$ cat src/rtl/stickman_motion.sv
// Per-frame vertical motion of the stickman: jump impulse, gravity, landing,
// ceiling/floor clamps, and idle/freeze selection driven by the game status.
module stickman_motion #(
    parameter logic [9:0] START_TOP = 10'd370,
    parameter logic [9:0] HEIGHT    = 10'd50,
    parameter logic [9:0] JUMP_V    = 10'd12,
    parameter logic [9:0] GRAVITY   = 10'd1,
    parameter logic [9:0] VMAX      = 10'd12,
    parameter logic [9:0] FLOOR_Y   = 10'd479
) (
    input  logic       Clk,
    input  logic       Reset,
    input  logic       frame_clk,
    input  logic [7:0] keycode,
    input  logic [4:0] status,
    input  logic [9:0] GroundY,
    output logic [9:0] StickmanTop,
    output logic [9:0] Velocity,
    output logic       airborne
);

    // state    | meaning
    // IDLE     | parked at START_TOP (select/waiting screens)
    // GROUNDED | standing on the ground surface
    // AIRBORNE | ballistic motion under gravity
    // FREEZE   | win/lose/unknown status, everything held
    typedef enum logic [1:0] {
        IDLE     = 2'd0,
        GROUNDED = 2'd1,
        AIRBORNE = 2'd2,
        FREEZE   = 2'd3
    } state_t;

    localparam logic signed [11:0] HEIGHT_S = {2'b00, HEIGHT};
    localparam logic signed [11:0] GRAV_S   = {2'b00, GRAVITY};
    localparam logic signed [11:0] VMAX_S   = {2'b00, VMAX};
    localparam logic signed [11:0] FLOOR_S  = {2'b00, FLOOR_Y};

    state_t      state_q, state_d;
    logic [9:0]  top_q, top_d;
    logic [9:0]  vel_q, vel_d;
    logic        airborne_q, airborne_d;
    logic        jump_armed_q, jump_armed_d;
    logic        frame_clk_q, frame_clk_d;

    logic        tick;
    logic        is_jump;
    logic        st_idle;
    logic        st_play;
    logic        phys_air;
    logic        do_jump;
    logic        do_fall;
    logic        do_land;
    logic        hit_ceiling;
    logic        hit_floor;
    logic        take_jump;

    logic signed [11:0] top_s;
    logic signed [11:0] vel_s;
    logic signed [11:0] gnd_s;
    logic signed [11:0] bot_s;
    logic signed [11:0] next_top_s;
    logic signed [11:0] vel_inc_s;

    always_ff @(posedge Clk) begin
        if (Reset) begin
            state_q      <= IDLE;
            top_q        <= START_TOP;
            vel_q        <= 10'd0;
            airborne_q   <= 1'b0;
            jump_armed_q <= 1'b0;
            frame_clk_q  <= 1'b0;
        end else begin
            state_q      <= state_d;
            top_q        <= top_d;
            vel_q        <= vel_d;
            airborne_q   <= airborne_d;
            jump_armed_q <= jump_armed_d;
            frame_clk_q  <= frame_clk_d;
        end
    end

    // Frame-rate conditions; arithmetic is widened so bottom+vel cannot wrap.
    always_comb begin
        frame_clk_d = frame_clk;
        tick        = frame_clk & ~frame_clk_q;
        is_jump     = (keycode == 8'h1A) || (keycode == 8'h52);
        st_idle     = (status == 5'b01000) || (status == 5'b10000);
        st_play     = (status == 5'b00100);
        phys_air    = (state_q == AIRBORNE) || ((state_q == FREEZE) && airborne_q);

        top_s       = {2'b00, top_q};
        vel_s       = {{2{vel_q[9]}}, vel_q};
        gnd_s       = {2'b00, GroundY};
        bot_s       = top_s + HEIGHT_S;
        next_top_s  = top_s + vel_s;
        vel_inc_s   = vel_s + GRAV_S;

        do_jump     = is_jump & jump_armed_q;
        do_fall     = gnd_s > bot_s;
        do_land     = (vel_s > 12'sd0) && (bot_s <= gnd_s) && ((bot_s + vel_s) >= gnd_s);
        hit_ceiling = next_top_s < 12'sd0;
        hit_floor   = (next_top_s + HEIGHT_S) >= FLOOR_S;

        take_jump   = tick & st_play & ~phys_air & do_jump;

        if (!is_jump) begin
            jump_armed_d = 1'b1;
        end else if (take_jump) begin
            jump_armed_d = 1'b0;
        end else begin
            jump_armed_d = jump_armed_q;
        end
    end

    always_comb begin
        state_d = state_q;
        if (tick) begin
            if (st_idle) begin
                state_d = IDLE;
            end else if (st_play) begin
                if (!phys_air) begin
                    state_d = (do_jump || do_fall) ? AIRBORNE : GROUNDED;
                end else begin
                    state_d = do_land ? GROUNDED : AIRBORNE;
                end
            end else begin
                state_d = FREEZE;
            end
        end
    end

    always_comb begin
        top_d = top_q;
        vel_d = vel_q;
        if (tick) begin
            if (st_idle) begin
                top_d = START_TOP;
                vel_d = 10'd0;
            end else if (st_play) begin
                if (!phys_air) begin
                    vel_d = do_jump ? (10'd0 - JUMP_V) : 10'd0;
                end else if (do_land) begin
                    top_d = GroundY - HEIGHT;
                    vel_d = 10'd0;
                end else if (hit_ceiling) begin
                    top_d = 10'd0;
                    vel_d = 10'd0;
                end else if (hit_floor) begin
                    top_d = FLOOR_Y - HEIGHT;
                    vel_d = 10'd0;
                end else begin
                    top_d = next_top_s[9:0];
                    vel_d = (vel_inc_s > VMAX_S) ? VMAX : vel_inc_s[9:0];
                end
            end
        end
        // Freeze keeps the airborne flag so play can resume in the same mode.
        airborne_d = (state_d == FREEZE) ? airborne_q : (state_d == AIRBORNE);
    end

    assign StickmanTop = top_q;
    assign Velocity    = vel_q;
    assign airborne    = airborne_q;

endmodule

$ cat config.mk
export PLATFORM = sky130hd
export DESIGN_NAME = stickman_motion
export DESIGN_NICKNAME = d
export VERILOG_FILES = /design/src/rtl/stickman_motion.sv
export SDC_FILE = /design/constraint.sdc
export NUM_CORES = 1
export LEC_CHECK = 0
export CAP_MARGIN = 20
export CELL_PAD_IN_SITES_DETAIL_PLACEMENT = 0
export CELL_PAD_IN_SITES_GLOBAL_PLACEMENT = 1
export CORE_ASPECT_RATIO = 0.7
export CORE_UTILIZATION = 39
export DETAILED_ROUTE_END_ITERATION = 8
export PLACE_DENSITY_LB_ADDON = 0.1
export SETUP_SLACK_MARGIN = 0.05
export SLEW_MARGIN = 20
export SYNTH_ARGS = -nofsm -noshare
export SYNTH_HDL_FRONTEND = slang
export SYNTH_SLANG_ARGS = --single-unit
$ cat constraint.sdc
create_clock -name Clk -period 10.3 [get_ports Clk]
set_input_delay 1.03 -clock Clk [delete_from_list [all_inputs] [get_ports Clk]]
set_output_delay 1.03 -clock Clk [all_outputs]
set_load 0.02 [all_outputs]
==> flow_summary_export.csv, run 1 <==
group,metric,value,unit
floorplanning,core,0.00858,mm^2
drt,wirelength,10.2,mm
worst_setup_path,crit_path_start_kind,"flop",
logic_synthesis,synth_nets,523,
drt,drc,0,
drt,routedWlPerCell,16.8,um
placed_design,gp_congestion,0.851,
sta,hold_violations,0,
logic_synthesis,ys_seq_area_frac,0.143,
worst_setup_path,cp_common_cell,"o21ai_0",
final_layout,postLayoutCellArea,0.00415,mm^2
sta,tightestPinTransition,0.792,ns
floorplanning,io_pins,47,
final_layout,drive_gt1_frac,0.0593,
logic_synthesis,synth_compound_area_frac,0.286,
placed_design,dpl.hpwl,8.40,mm
global_routing,grt_pass1_vias,3230,
power,power.density,56.5,mW/mm^2
global_routing,antenna_found_initial,0,
logic_synthesis,netlist_area,0.00350,mm^2
sta,tns,0,ns
placed_design,post-place-ws,5.43,ns
clocking,clock_latency,0.26,ns
worst_setup_path,crit_type,"flop to flop",
power,p_leak,1.72,nW
final_layout,nNetsFinal,567,
worst_setup_path,worstPathMaxFanout,17,
worst_setup_path,cp.required,10.46,ns
logic_synthesis,synth_cell_types,75,
drt,drt-pass1-iter-count,4,
logic_synthesis,synth_top_area_frac,0.175,
clocking,post-cts-setup-buffers,0,
floorplanning,fp.dieW,115,um
sta,min_period_over_period,0.478,
logic_synthesis,async_flop_share,0,
sta,drv_slew,0,
drt,ant_nets,0,
logic_synthesis,synthAdderAreaFrac,0.187,
clocking,clkTransAtPathRegs,0.07,ns
floorplanning,rows,28,
global_routing,grt-ovfl-total,0,
logic_synthesis,synth_top_family_by_area,"compound AO/OA/AOI/OAI gates",
placed_design,placed_cells_incl_taps,605,
worst_setup_path,critPathCaptureType,"flop",
min_path,holdCritPathClass,"flop to flop",
worst_setup_path,arrival,5.09,ns
sta,slew_headroom,0.472,
logic_synthesis,synthTopCellsByArea,"ha_1, dfxtp_1, xnor2_1",
final_layout,num_antenna_cells,0,
clocking,clock_sinks,25,
logic_synthesis,yosysWarnings,0,
sta,fmax,203,MHz
logic_synthesis,synth-simple-area-share,0.251,
logic_synthesis,synthMuxAreaShare,0.00608,
clocking,cts_resized,0,
final_layout,layout_commonest_cell,"ha_1",
worst_setup_path,slowest_delay,0.60,ns
clocking,postCtsHoldBufs,0,
job,drv_cap,0,
logic_synthesis,synth.largest_area_cell,"ha_1",
global_routing,grt_pass1_wl,16.5,mm
logic_synthesis,synth_xor_area_frac,0.0776,
sta,finalCriticalPeriod,4.92,ns
sta,setup_slack,5.38,ns
floorplanning,dieHeight,81.3,um
global_routing,grtUsageTotal,0.226,
clocking,root_buffer,"clkbuf_16",
clocking,cts_tree,"built",
logic_synthesis,postSynthAreaPerCell,7.85,um^2
drt,num_vias,3453,
sta,setup_viol,0,
placed_design,place_area,0.00407,mm^2
placed_design,io_buffer_count,46,
logic_synthesis,ys_ff_latch,25,
final_layout,layout_common_cells,"ha_1, clkdlybuf4s50_1, nor2_1, nand2_1, inv_1",
power,p_total,0.234,mW
final_layout,fillCellCount,848,
final_layout,syn_to_final_growth,18.6,%
final_layout,instances_no_fill,609,
worst_setup_path,path_cells,"a311o_1 -> xor2_1 -> ha_1 -> a21oi_1 -> nand2_1 -> o21ai_0 -> xnor2_1 -> ha_1 -> o21ai_0 -> nor2_1 -> nor3_1 -> o21ai_0 -> a2111oi_4 -> nor2_4 -> nor2_2 -> nand3_2 -> o311ai_1",
clocking,h-tree-depth,1,
global_routing,grt_max_degree,20,
outcome,status,"complete, no violations",
logic_synthesis,synth-main-ff-cell,"dfxtp_1",
power,peakVddDrop,0.0546,mV
logic_synthesis,synth_edf_count,0,
logic_synthesis,postSynthCellCount,446,
worst_setup_path,critPathSlowestCell,"nor2_2",
drt,drt-initial-drc-count,219,
floorplanning,initial_core_util,0.408,
drt,viasPerCell,5.67,
sta,skew,0.00822,ns
sta,rsz0062_at_grt,"false",
floorplanning,die_area,0.00936,mm^2
clocking,clockBufferDepth,2,
clocking,cts_buffers,3,
-- worst max-delay path, delay by kind of cell, from the launching register on --
family	cells	cell delay [ns]
DFF	1	0.54
and+or+nand+nor	6	1.14
xor gates and xnor gates	2	0.50
AOI/OAI and AO/OA	7	2.03
adders and majority gates	2	0.60
-- Yosys cell counts (3+ instances only) --
cell	number
a211oi_1	6
a21o_1	8
a21oi_1	26
a221o_1	4
a31oi_1	13
and3_1	12
and3b_1	3
buf_2	4
dfxtp_1	25
ha_1	49
inv_1	31
nand2_1	37
nand2b_1	12
nand3_1	14
nand3b_1	3
nand4_1	5
nand4b_1	3
nor2_1	40
nor2b_1	4
nor3_1	9
nor4_1	4
o211ai_1	10
o21a_1	4
o21ai_0	19
or3_1	7
xnor2_1	22
xor2_1	9
-- final timing paths --
check / startpoint / end / slack (ns) / depth (start not counted)
max: StickmanTop[1] / Velocity[9] / 5.38 / 17
min: jump_armed_q / jump_armed_q / 0.49 / 2
max reg2reg: StickmanTop[1] / Velocity[9] / 5.38 / 17
min reg2reg: jump_armed_q / jump_armed_q / 0.49 / 2
-- cell type report --
class                           count  area (um^2)  share of cell area
Clock buffer                        3         75.1              0.0181
Multi-Input combinational cell    381         2830               0.681
Timing Repair Buffer               48          475               0.115
Sequential cell                    25          500               0.121
Inverter                           31          116              0.0280
Tap cell                          120          150              0.0362
Clock inverter                      1         7.51             0.00181
-- cell families (layout without fill, tap and decap cells) --
logic type	after synthesis	count (layout)
xor gates and xnor gates	31	31
buffers and inverters	40	83
and+or+nand+nor	167	167
adders and majority gates	51	51
AOI/OAI and AO/OA	130	130
muxes	2	2
DFF	25	25
-- registers in the layout (all words and copies together), names as in the netlist, named ones only --
name and count:
jump_armed_q 1, Velocity 10, frame_clk_q 1, StickmanTop 10, airborne 1
-- layer usage --
metal  part of all wire  global-route usage  vias to the layer above
met5                  0                   0                        -
met1               0.54               0.336                     1611
met4             0.0054              0.0312                        0
met2               0.41               0.356                       77
li1                   -                   -                     1760
met3              0.045              0.0216                        5
-- stage by stage --
stage | utilization | hold WS, ns
floorplan | - | 0.453
CTS | 0.484 | 0.490
finish | 0.484 | 0.485
global placement | 0.474 | 0.468
detailed placement | 0.474 | 0.473
global route | 0.484 | 0.549
-- where the power goes --
group | leakage, nW | total, mW | switching (mW) | internal, mW
sequential | 0.203 | 0.0994 | 0.00119 | 0.0983
clock | 0.0371 | 0.0884 | 0.0357 | 0.0527
combinational | 1.48 | 0.0464 | 0.0235 | 0.0229
total | 1.72 | 0.234 | 0.0604 | 0.174
Note: power is estimated with default switching activity, not from simulation.
==> run 2, diff against run 1 <==
Settings changed: CORE_UTILIZATION 39 to 38.
Clock period 10.3 ns to 4.2 ns, I/O delays scaled along.
==> run 2 against run 1 <==
Against the previous run:
- combinational power grew to 2.6 times the previous value
- first-iteration DRC count is 9.1% lower
- clock-buffer cell count stayed put
- critical path depth is 1 higher
- critical path type unchanged
- critical endpoint is now airborne
==> flow_summary_export.csv, run 2 (synthesis gave the netlist of run 1 again) <==
group,metric,value,unit
power,p_leak,1.82,nW
job,drv_cap,0,
sta,min_period_over_period,0.937,
worst_setup_path,critPathSlowestCell,"a2111oi_4",
drt,drt-pass1-iter-count,4,
clocking,root_buffer,"clkbuf_16",
drt,ant_nets,0,
sta,fmax,254,MHz
final_layout,syn_to_final_growth,26.7,%
sta,skew,0.00974,ns
worst_setup_path,critPathCaptureType,"flop",
power,peakVddDrop,0.189,mV
min_path,min_path_cells,2,
min_path,holdCritStartpoint,"jump_armed_q",
worst_setup_path,timing.rr.start,"StickmanTop[3]",
worst_setup_path,crit_type,"flop to flop",
floorplanning,initial_core_util,0.403,
floorplanning,io_pins,47,
worst_setup_path,path_cells,"a311o_1 -> xor2_2 -> ha_1 -> a21oi_2 -> o21ai_0 -> o21ai_1 -> xnor2_1 -> ha_1 -> o21ai_0 -> nor2_1 -> nor3_2 -> o21ai_2 -> a2111oi_4 -> buf_4 -> o32ai_2 -> nor2b_1 -> o41ai_2 -> o21a_1",
min_path,holdCritPathClass,"flop to flop",
min_path,whs_endpoint,"jump_armed_q",
global_routing,grt_pass1_vias,3267,
drt,drt-met1-wl,5.31,mm
final_layout,nNetsFinal,587,
sta,tightestPinTransition,0.806,ns
floorplanning,fp.dieW,117,um
worst_setup_path,cp.required,4.42,ns
global_routing,grt_pass1_wl,17.1,mm
clocking,cts_buffers,3,
final_layout,fillCellCount,850,
worst_setup_path,crit_path_start_kind,"flop",
floorplanning,die_area,0.00960,mm^2
clocking,h-tree-depth,1,
floorplanning,dieHeight,82.3,um
outcome,status,"complete, no violations",
worst_setup_path,arrival,4.15,ns
sta,setup_viol,0,
drt,topRoutingLayerUsed,"met4",
placed_design,gp_congestion,0.860,
sta,hold_violations,0,
clocking,clock_latency,0.26,ns
worst_setup_path,timing.critical_path.max_delay_family,"compound AO/OA/AOI/OAI gates",
floorplanning,rows,28,
worst_setup_path,cp_num_buf_inv,1,
placed_design,io_buffer_count,46,
sta,rsz0062_at_grt,"false",
drt,met2WireLength,4.70,mm
sta,slew_headroom,0.463,
clocking,cts_tree,"built",
drt,num_vias,3571,
drt,viasPerCell,5.68,
drt,routedWlPerCell,17.3,um
floorplanning,core,0.00869,mm^2
final_layout,layout_commonest_cell,"clkdlybuf4s50_1",
drt,drc,0,
global_routing,grtUsageTotal,0.232,
drt,wl_met3,793,um
worst_setup_path,r2r_cells,18,
final_layout,layout_common_cells,"clkdlybuf4s50_1, ha_1, nor2_1, nand2_1, inv_1",
final_layout,drive_gt1_frac,0.141,
sta,drv_slew,0,
worst_setup_path,r2r_slack,0.27,ns
global_routing,grt_max_degree,20,
worst_setup_path,r2r_end,"airborne",
worst_setup_path,worstPathMaxFanout,3,
clocking,clock_sinks,25,
power,power.density,132,mW/mm^2
sta,holdWs,0.485,ns
sta,finalCriticalPeriod,3.93,ns
clocking,clkTransAtPathRegs,0.07,ns
worst_setup_path,slowest_delay,0.44,ns
power,p_total,0.585,mW
drt,drt-initial-drc-count,199,
drt,wirelength,10.9,mm
final_layout,num_antenna_cells,0,
placed_design,dpl.hpwl,8.69,mm
global_routing,grt-ovfl-total,0,
clocking,postCtsHoldBufs,0,
global_routing,antenna_found_initial,0,
clocking,clockBufferDepth,2,
run 2: cell types whose count changed in the layout (fill, tap and decap cells not counted), moves of 4 or more:
cell	previous run	this run
a21oi_1	26	22
buf_4	2	21
ha_1	49	43
o21ai_0	19	15
run 2: how the worst max path moves through the flow:
stage,endpoint,cells past startpoint,from
after detailed placement,airborne,19,StickmanTop[1]
final,airborne,18,StickmanTop[3]
after global placement,airborne,19,StickmanTop[1]
after floorplan,Velocity[7],19,StickmanTop[1]
after global routing,airborne,18,StickmanTop[2]
after CTS,airborne,19,StickmanTop[1]
run 2: layout make-up:
type                            count  area, um^2  share of cell area
Clock buffer                        3        75.1              0.0169
Clock inverter                      1        7.51             0.00169
Inverter                           31         116              0.0262
Multi-Input combinational cell    381        2940               0.664
Sequential cell                    25         503               0.113
Tap cell                          120         150              0.0339
Timing Repair Buffer               68         638               0.144
run 2: report_power, final:
| part | total (mW) | internal (mW) | switching [mW] | leakage (nW) |
|---|---|---|---|---|
| clock network | 0.220 | 0.129 | 0.0907 | 0.0371 |
| logic | 0.122 | 0.0606 | 0.0612 | 1.58 |
| registers | 0.243 | 0.241 | 0.00224 | 0.203 |
run 2: routing by layer:
layer | global-route usage | up-vias
li1 | - | 1786
met1 | 0.340 | 1678
met2 | 0.363 | 103
met3 | 0.0387 | 4
met4 | 0.0266 | 0
met5 | 0 | -
run 2: worst reg2reg max path, stage by stage (launching register included):
cell and delay (ns):
dfxtp_1 0.31, a311o_1 0.42, xor2_2 0.19, ha_1 0.36
a21oi_2 0.16, o21ai_0 0.12, o21ai_1 0.15, xnor2_1 0.16
ha_1 0.27, o21ai_0 0.08, nor2_1 0.07, nor3_2 0.12
o21ai_2 0.11, a2111oi_4 0.44, buf_4 0.19, o32ai_2 0.09
nor2b_1 0.16, o41ai_2 0.32, o21a_1 0.16
run 2: what timing repair did:
item / CTS / global route
gates resized for setup: 2 / 27
pin swaps: 1 / 5
setup endpoints to repair: 9 / 23
setup buffers: 0 / 2
run 2: through the flow:
step | setup TNS, ns | utilization | std cells | instance area, um^2 | worst slack [ns]
floorplan | 0 | - | 446 | 3500 | 0.213
global placement | -0.245 | 0.485 | 623 | 4220 | -0.0783
detailed placement | -0.0993 | 0.485 | 623 | 4220 | -0.0534
CTS | 0 | 0.495 | 627 | 4300 | 0.0508
global route | 0 | 0.510 | 629 | 4430 | 0.0139
finish | 0 | 0.510 | 629 | 4430 | 0.266
